$ cat config.mk
export PLATFORM = sky130hd
export DESIGN_NAME = ddr2_port_arbiter
export DESIGN_NICKNAME = d
export VERILOG_FILES = /design/src/rtl/ddr2_port_arbiter.sv
export SDC_FILE = /design/constraint.sdc
export NUM_CORES = 1
export LEC_CHECK = 0
export BUFFER_PORTS_ARGS = -buffer_cell sky130_fd_sc_hd__buf_2
export CORE_ASPECT_RATIO = 1.1
export CORE_MARGIN = 2
export CORE_UTILIZATION = 47
export CTS_CLUSTER_SIZE = 28
export DETAILED_ROUTE_END_ITERATION = 12
export PLACE_DENSITY = 0.84
export SLEW_MARGIN = 5
export SYNTH_ARGS = -nofsm -noshare
export SYNTH_HDL_FRONTEND = slang
export SYNTH_SLANG_ARGS = --single-unit
$ cat constraint.sdc
create_clock -name ctrl_clk -period 3.8 [get_ports ctrl_clk]
set_clock_uncertainty 0.1 [all_clocks]
set_input_delay 0.19 -clock ctrl_clk [delete_from_list [all_inputs] [get_ports ctrl_clk]]
set_output_delay 0.19 -clock ctrl_clk [all_outputs]
set_load 0.05 [all_outputs]
$ cat src/rtl/ddr2_port_arbiter.sv
// ---------------------------------------------------------------------------
// ddr2_port_arbiter
//   Shares the single-word ddr2_sys port between the frame write path
//   (camera side, draining the write FIFO) and the frame read path (filling
//   the display read FIFO). One transaction at a time: IDLE -> WR|RD -> DONE
//   -> IDLE, with the waitrequest handshake run in WR/RD. Consecutive grants
//   per client are capped while the other client waits, so neither starves.
//
// Ports (all in the ctrl_clk domain, rising edge):
//   ctrl_clk, reset            clock, synchronous active-high reset
//   wr_req/wr_addr/wr_data     write client request, held until wr_ack
//   wr_ack                     1-cycle pulse, write committed
//   rd_req/rd_addr             read client request, held until rd_ack
//   rd_ack/rd_data             1-cycle pulse; rd_data holds the last read word
//   mem_write/mem_read         commands to ddr2_sys (never both high)
//   mem_addr/mem_wdata         word-aligned address and write data
//   mem_rdata/mem_waitrequest  from ddr2_sys; command accepted when wait low
//   busy                       high whenever not IDLE
// ---------------------------------------------------------------------------
module ddr2_port_arbiter #(
  parameter int MAX_WR_STREAK = 4,
  parameter int MAX_RD_STREAK = 4,
  parameter int ADDR_W        = 32,
  parameter int DATA_W        = 32
) (
  input  logic              ctrl_clk,
  input  logic              reset,
  input  logic              wr_req,
  input  logic [ADDR_W-1:0] wr_addr,
  input  logic [DATA_W-1:0] wr_data,
  output logic              wr_ack,
  input  logic              rd_req,
  input  logic [ADDR_W-1:0] rd_addr,
  output logic              rd_ack,
  output logic [DATA_W-1:0] rd_data,
  output logic              mem_write,
  output logic              mem_read,
  output logic [ADDR_W-1:0] mem_addr,
  output logic [DATA_W-1:0] mem_wdata,
  input  logic [DATA_W-1:0] mem_rdata,
  input  logic              mem_waitrequest,
  output logic              busy
);

  localparam int MAX_STREAK = (MAX_WR_STREAK > MAX_RD_STREAK) ? MAX_WR_STREAK : MAX_RD_STREAK;
  localparam int SW         = $clog2(MAX_STREAK + 1);

  localparam logic [SW-1:0]     WR_CAP    = SW'(MAX_WR_STREAK);
  localparam logic [SW-1:0]     RD_CAP    = SW'(MAX_RD_STREAK);
  localparam logic [SW-1:0]     ONE       = SW'(1);
  // ddr2_sys is word addressed on a byte address bus: low two bits are zero.
  localparam logic [ADDR_W-1:0] WORD_MASK = ~ADDR_W'(3);

  typedef enum logic [1:0] {
    ST_IDLE,
    ST_WR,
    ST_RD,
    ST_DONE
  } state_t;

  state_t        state;
  logic [SW-1:0] wr_streak;
  logic [SW-1:0] rd_streak;
  logic          last_rd;     // previous grant went to the read client
  logic          contended;
  logic          pick_rd;

  assign contended = wr_req & rd_req;

  // Arbitration: write wins a tie by default; read wins once the write run
  // hits its cap, or while a read run is still under its own cap.
  // NOTE: every signal assigned in always_comb gets a default first so no
  // path leaves it unassigned, which would infer a latch.
  always_comb begin
    pick_rd = 1'b0;
    if (rd_req && !wr_req) begin
      pick_rd = 1'b1;
    end else if (contended) begin
      pick_rd = (wr_streak >= WR_CAP) || (last_rd && (rd_streak < RD_CAP));
    end
  end

  // NOTE: all state here is updated with non-blocking assignments so every
  // register samples the values from before the edge, whatever the order.
  always_ff @(posedge ctrl_clk) begin
    if (reset) begin
      state     <= ST_IDLE;
      wr_streak <= '0;
      rd_streak <= '0;
      last_rd   <= 1'b0;
      wr_ack    <= 1'b0;
      rd_ack    <= 1'b0;
      rd_data   <= '0;
      mem_write <= 1'b0;
      mem_read  <= 1'b0;
      mem_addr  <= '0;
      mem_wdata <= '0;
      busy      <= 1'b0;
    end else begin
      wr_ack <= 1'b0;
      rd_ack <= 1'b0;
      case (state)
        ST_IDLE: begin
          if (wr_req || rd_req) begin
            busy <= 1'b1;
            if (pick_rd) begin
              state     <= ST_RD;
              mem_read  <= 1'b1;
              mem_addr  <= rd_addr & WORD_MASK;
              last_rd   <= 1'b1;
              wr_streak <= '0;
              // An uncontended grant starts a fresh run of one.
              rd_streak <= !contended ? ONE :
                           (rd_streak < RD_CAP) ? rd_streak + ONE : rd_streak;
            end else begin
              state     <= ST_WR;
              mem_write <= 1'b1;
              mem_addr  <= wr_addr & WORD_MASK;
              mem_wdata <= wr_data;
              last_rd   <= 1'b0;
              rd_streak <= '0;
              wr_streak <= !contended ? ONE :
                           (wr_streak < WR_CAP) ? wr_streak + ONE : wr_streak;
            end
          end
        end

        ST_WR: begin
          if (!mem_waitrequest) begin
            mem_write <= 1'b0;
            wr_ack    <= 1'b1;
            state     <= ST_DONE;
          end
        end

        ST_RD: begin
          if (!mem_waitrequest) begin
            mem_read <= 1'b0;
            rd_data  <= mem_rdata;
            rd_ack   <= 1'b1;
            state    <= ST_DONE;
          end
        end

        // Ack cycle: the client refreshes or drops its request here, so no
        // arbitration happens until the following IDLE edge.
        ST_DONE: begin
          busy  <= 1'b0;
          state <= ST_IDLE;
        end

        default: begin
          state <= ST_IDLE;
        end
      endcase
    end
  end

endmodule
==> Word-level counts from Yosys, hierarchy flattened <==
Cells that the tools add are included.
{ "classes": {"n_mul": 0, "n_mux": 24, "reduce_logical": 21, "bitwise_logic": 5, "shifts": 0, "n_eq_ne": 11, "n_lt_le_gt_ge": 3, "addsub": 2, "div_mod_pow": 0} }
{ "ops": {"columns": ["op", "count"], "rows": [
  ["2-to-1 mux 32 bit", 1],
  ["2-to-1 mux 3 bit", 6],
  ["!= test 2 bit (second input constant)", 6],
  ["2-to-1 mux 1 bit", 10],
  ["AND reduction 3 bit", 3],
  ["AND reduction 2 bit", 4],
  ["AND reduction 4 bit", 2],
  ["adder 3 x 1 -> 3 bit (second input constant)", 2],
  ["less-than comparator 3 bit (second input constant)", 2],
  ["2-to-1 mux 2 bit", 3],
  ["case mux 1 bit (2 select lines)", 3],
  ["case mux 2 bit (3 select lines)", 1],
  ["nonzero test 2 bit", 3],
  ["OR reduction 2 bit", 3],
  ["equality test 2 bit (second input constant)", 2],
  ["NOT 1 bit", 4],
  [">= comparator 3 bit (second input constant)", 1],
  ["!= test 3 x 1 -> 1 bit (second input constant)", 1],
  ["!= test 3 x 2 -> 1 bit (second input constant)", 1],
  ["equality test 2 x 1 -> 1 bit (second input constant)", 1],
  ["logical AND 1 bit", 2],
  ["zero test 2 bit", 1],
  ["logical OR 1 bit", 2],
  ["bitwise AND 1 bit", 1],
  ["zero test 1 bit", 1]
]} }
{ "totals": {"elab_cells": 78, "ramBits": 0, "register_bits": 110, "inputBits": 133, "n_memories": 0, "latch_bits": 0, "romBits": 0, "out_inout_bits": 101} }

==> Longest topological paths before layout <==
{ "logic_depth": {"ltp_word": 8, "ltp_mapped": 8} }

==> Worst setup path before layout <==
OpenSTA, ideal clock, no wires.
{ "synth_timing": {"path_type": "reg-to-reg", "startpoint": "register state[0]", "endpoint": "register mem_addr[28]", "path_slack_ns": 2.118, "stages_incl_launch_ff": 9, "period_less_slack_ns": 1.682, "arrival_ns": 1.454, "n_path_buf": 2, "path_cell_list": "dfxtp_1 -> inv_1 -> ha_1 -> and2_1 -> o211a_1 -> buf_6 -> buf_6 -> a22oi_1 -> o21ai_1"} }
{ "synth_via": {"elab_chain_len": 2} }
{ "synth_lines": {"columns": ["item", "line", "text"], "rows": [
  ["from (decl)", "61", "state_t state;"],
  ["from (signal assigned)", "87", "state <= ST_IDLE;"],
  ["from (signal assigned)", "107", "state <= ST_RD;"],
  ["from (signal assigned)", "116", "state <= ST_WR;"],
  ["zero test 2 bit", "102", "case (state)"],
  ["AND reduction 2 bit (no line)", null, null],
  ["to (signal assigned)", "109", "mem_addr <= rd_addr & WORD_MASK;"],
  ["to (signal assigned)", "118", "mem_addr <= wr_addr & WORD_MASK;"],
  ["to (decl)", "38", "output logic [ADDR_W-1:0] mem_addr,"]
]} }
Every way passes these cells.
A chain may end at the register's enable or synchronous reset.

==> Final worst setup path <==
{ "layout_timing": {"startpoint": "register state[1]", "endpoint": "register mem_addr[25]"} }
The elaborated chain is that of the path after synthesis.

==> impl_metrics.ini <==
[run]
maxCapViolations = 0

[placed_design]
dp_cells = 804
dp_hpwl_mm = 7.66
pre_cts_ws_ps = 1400
placed_area_um2 = 5250
gp_congestion = 0.779
io_buffers = 227

[sta]
worstMarginPinSlew_ps = 1270
slew_headroom = 0.152
period_minus_slack_ps = 2680
timing.final.ws_setup_ps = 1120
hold_viol = 0
post-route-period-util = 0.705
finalSetupViolCount = 0
slew_violations = 0
fmax_ghz = 0.373
setup_tns_ps = 0
rsz0062_at_grt = no

[route]
maxUsedRoutingLayer = met4
vias = 4760
drt_iter0_markers = 220
viasPerCell = 5.20
wl_met2_mm = 7.19
met3_wirelength_mm = 1.11
ant_nets = 0
drc = 0
met1_length_mm = 5.04
firstDrtPassIters = 5
drt-wirelength-per-cell_um = 15.1
wirelength_mm = 13.8

[final_layout]
nNetsFinal = 940
finalInstanceArea_um2 = 6420
syn2layout_area_growth_pct = 54.6
antenna_cells = 0
finalNonFillerCells = 916
drive_gt1_frac = 0.317
fill_cells = 572

[synthesis]
ys_types = 35
ys_warn_count = 0
synthAdderAreaFrac = 0.0211
yosys-top-cells-area = dfxtp_1 52%, nand2_1 15%, a21oi_1 8.8%, a22oi_1 5.4%, o21ai_1 3.5%
syn-mean-instance-area_um2 = 8.29
synth_common_cells = 164 x nand2_1, 108 x dfxtp_1, 73 x a21oi_1
synth-main-ff-cell = dfxtp_1
synthDominantCellAreaShare = 0.520
synth-edff-count = 0
synthMuxAreaShare = 0.00241
netlist_area_um2 = 4150
synth.largest_area_cell = dfxtp_1
syn_inst = 501
synth-seq-area-share = 0.520
synthXorXnorAreaFrac = 0
synth_top_family_by_area = compound AO/OA/AOI/OAI gates
ys_ff_latch = 108
synth-simple-area-share = 0.180
synth_compound_area_frac = 0.216
ys_async_sr_fraction = 0
yosysMostFrequentCell = nand2_1

[floorplanning]
die_area_um2 = 9610
ios = 234
fp.dieW_um = 93.6
die_y_um = 103
start_util = 0.489
core_area_um2 = 8500
num_rows = 35

[global_routing]
overflow = 0
first_global_vias = 4664
grtUsageTotal = 0.279
grt_max_degree = 110
grt_antenna_before_repair = 0
grt_pass1_wl_mm = 21.4

[clocking]
cts_tree = yes
worstSkewPairLatency_ps = 350
cts_buffers = 9
numClockSinks = 108
htreeDepth = 3
hold_buffers = 94
post_cts_buffers = 0
path_clk_slew_ps = 110
cts_resized = 0
clock_path_buffers = 2
root_buffer = clkbuf_8

[worst_setup_path]
crit_family = compound AO/OA/AOI/OAI gates
worstPathRequired_ps = 3990
crit_path_end_kind = flop
worstPathArrival_ps = 2870
start_kind = flop
crit_path_cell_trace = inv_1 -> ha_1 -> and2_1 -> o211a_2 -> a22oi_1 -> dlygate4sd3_1 -> o21ai_1
crit_fanout = 34
critPathMaxStageDelay_ps = 650
slowest_stage = o211a_2
critPathKind = reg -> reg
path_buf_inv = 2

[power]
vdd_drop_max_mv = 0.325
p_total_uw = 4090
powerDensity_nw_per_um2 = 637
p_leak_uw = 0.00294

[min_path]
hp-class = in -> reg

[status]
status = complete, no violations
==> where the power goes <==
part | internal [uW] | total (uW) | switching [uW]
Clock | 337 | 742 | 405
Combinational | 556 | 1900 | 1340
Sequential | 1340 | 1450 | 110
==> layout make-up <==
cell class	count	area, um2	area share
sequential	108	2160	0.337
multi-input combinational	347	1750	0.273
timing repair buffer	326	2120	0.330
clock inverter	6	78.8	0.0123
clock buffer	10	138	0.0214
tap	111	139	0.0216
inverter	8	30.0	0.00467
==> state kept, by name (all words and copies together), names as in the netlist <==
| register | count |
|---|---|
| busy | 1 |
| last_rd | 1 |
| mem_addr | 30 |
| mem_read | 1 |
| mem_wdata | 32 |
| mem_write | 1 |
| rd_ack | 1 |
| rd_data | 32 |
| rd_streak | 3 |
| state | 2 |
| wr_ack | 1 |
| wr_streak | 3 |
==> cells in the final DEF (no fill, tap or decap), drive strengths merged, types with 2 or more instances in the layout <==
cell	count
buf	230
nand2	164
dfxtp	108
dlygate4sd3	96
a21oi	73
o21ai	34
a22oi	30
inv	11
clkbuf	10
nor2	9
ha	7
nor3b	3
a32oi	3
nand2b	3
a211oi	3
and2	2
or3	2
conb	2
clkinv	2
o211a	2
nor2b	2
==> layer usage <==
metal | vias up | global-route usage
met5 | - | 0
met4 | 0 | 0.126
met3 | 47 | 0.0848
met2 | 231 | 0.521
met1 | 2213 | 0.287
li1 | 2269 | -
==> cells by family after synthesis <==
kind of cell             after synthesis
adder cells (fa/ha/maj)                7
other                                  1
multiplexers                           1
buffers and inverters                 47
flip-flops                           108
AND/OR/NAND/NOR                      186
AO/OA/AOI/OAI                        151
==> metrics by stage <==
step            util  hold WS [ps]
2_1_floorplan      -           166
3_3_place_gp   0.618           329
3_5_place_dp   0.618           337
4_1_cts        0.754         0.507
5_1_grt        0.756          2.60
6_report       0.756          9.63
==> worst reg2reg max path: cells and delay by family (launching register included) <==
family | cells | cell delay, ps
AO/OA/AOI/OAI | 3 | 1000
adder cells (fa/ha/maj) | 1 | 280
buffers and inverters | 2 | 710
flip-flops | 1 | 340
AND/OR/NAND/NOR | 1 | 190
==> path summary, 6_finish.rpt <==
kind                        startpoint                         to  slack (ps)  cells past startpoint
max              state[1]$_SDFFE_PP0P_  mem_addr[25]$_SDFFE_PP0P_        1120                      7
min                         wr_addr[7]   mem_addr[7]$_SDFFE_PP0P_          10                      3
max reg2reg      state[1]$_SDFFE_PP0P_  mem_addr[25]$_SDFFE_PP0P_        1120                      7
min reg2reg  mem_addr[13]$_SDFFE_PP0P_  mem_addr[13]$_SDFFE_PP0P_         350                      2
Note: power is estimated with default switching activity, not from simulation.
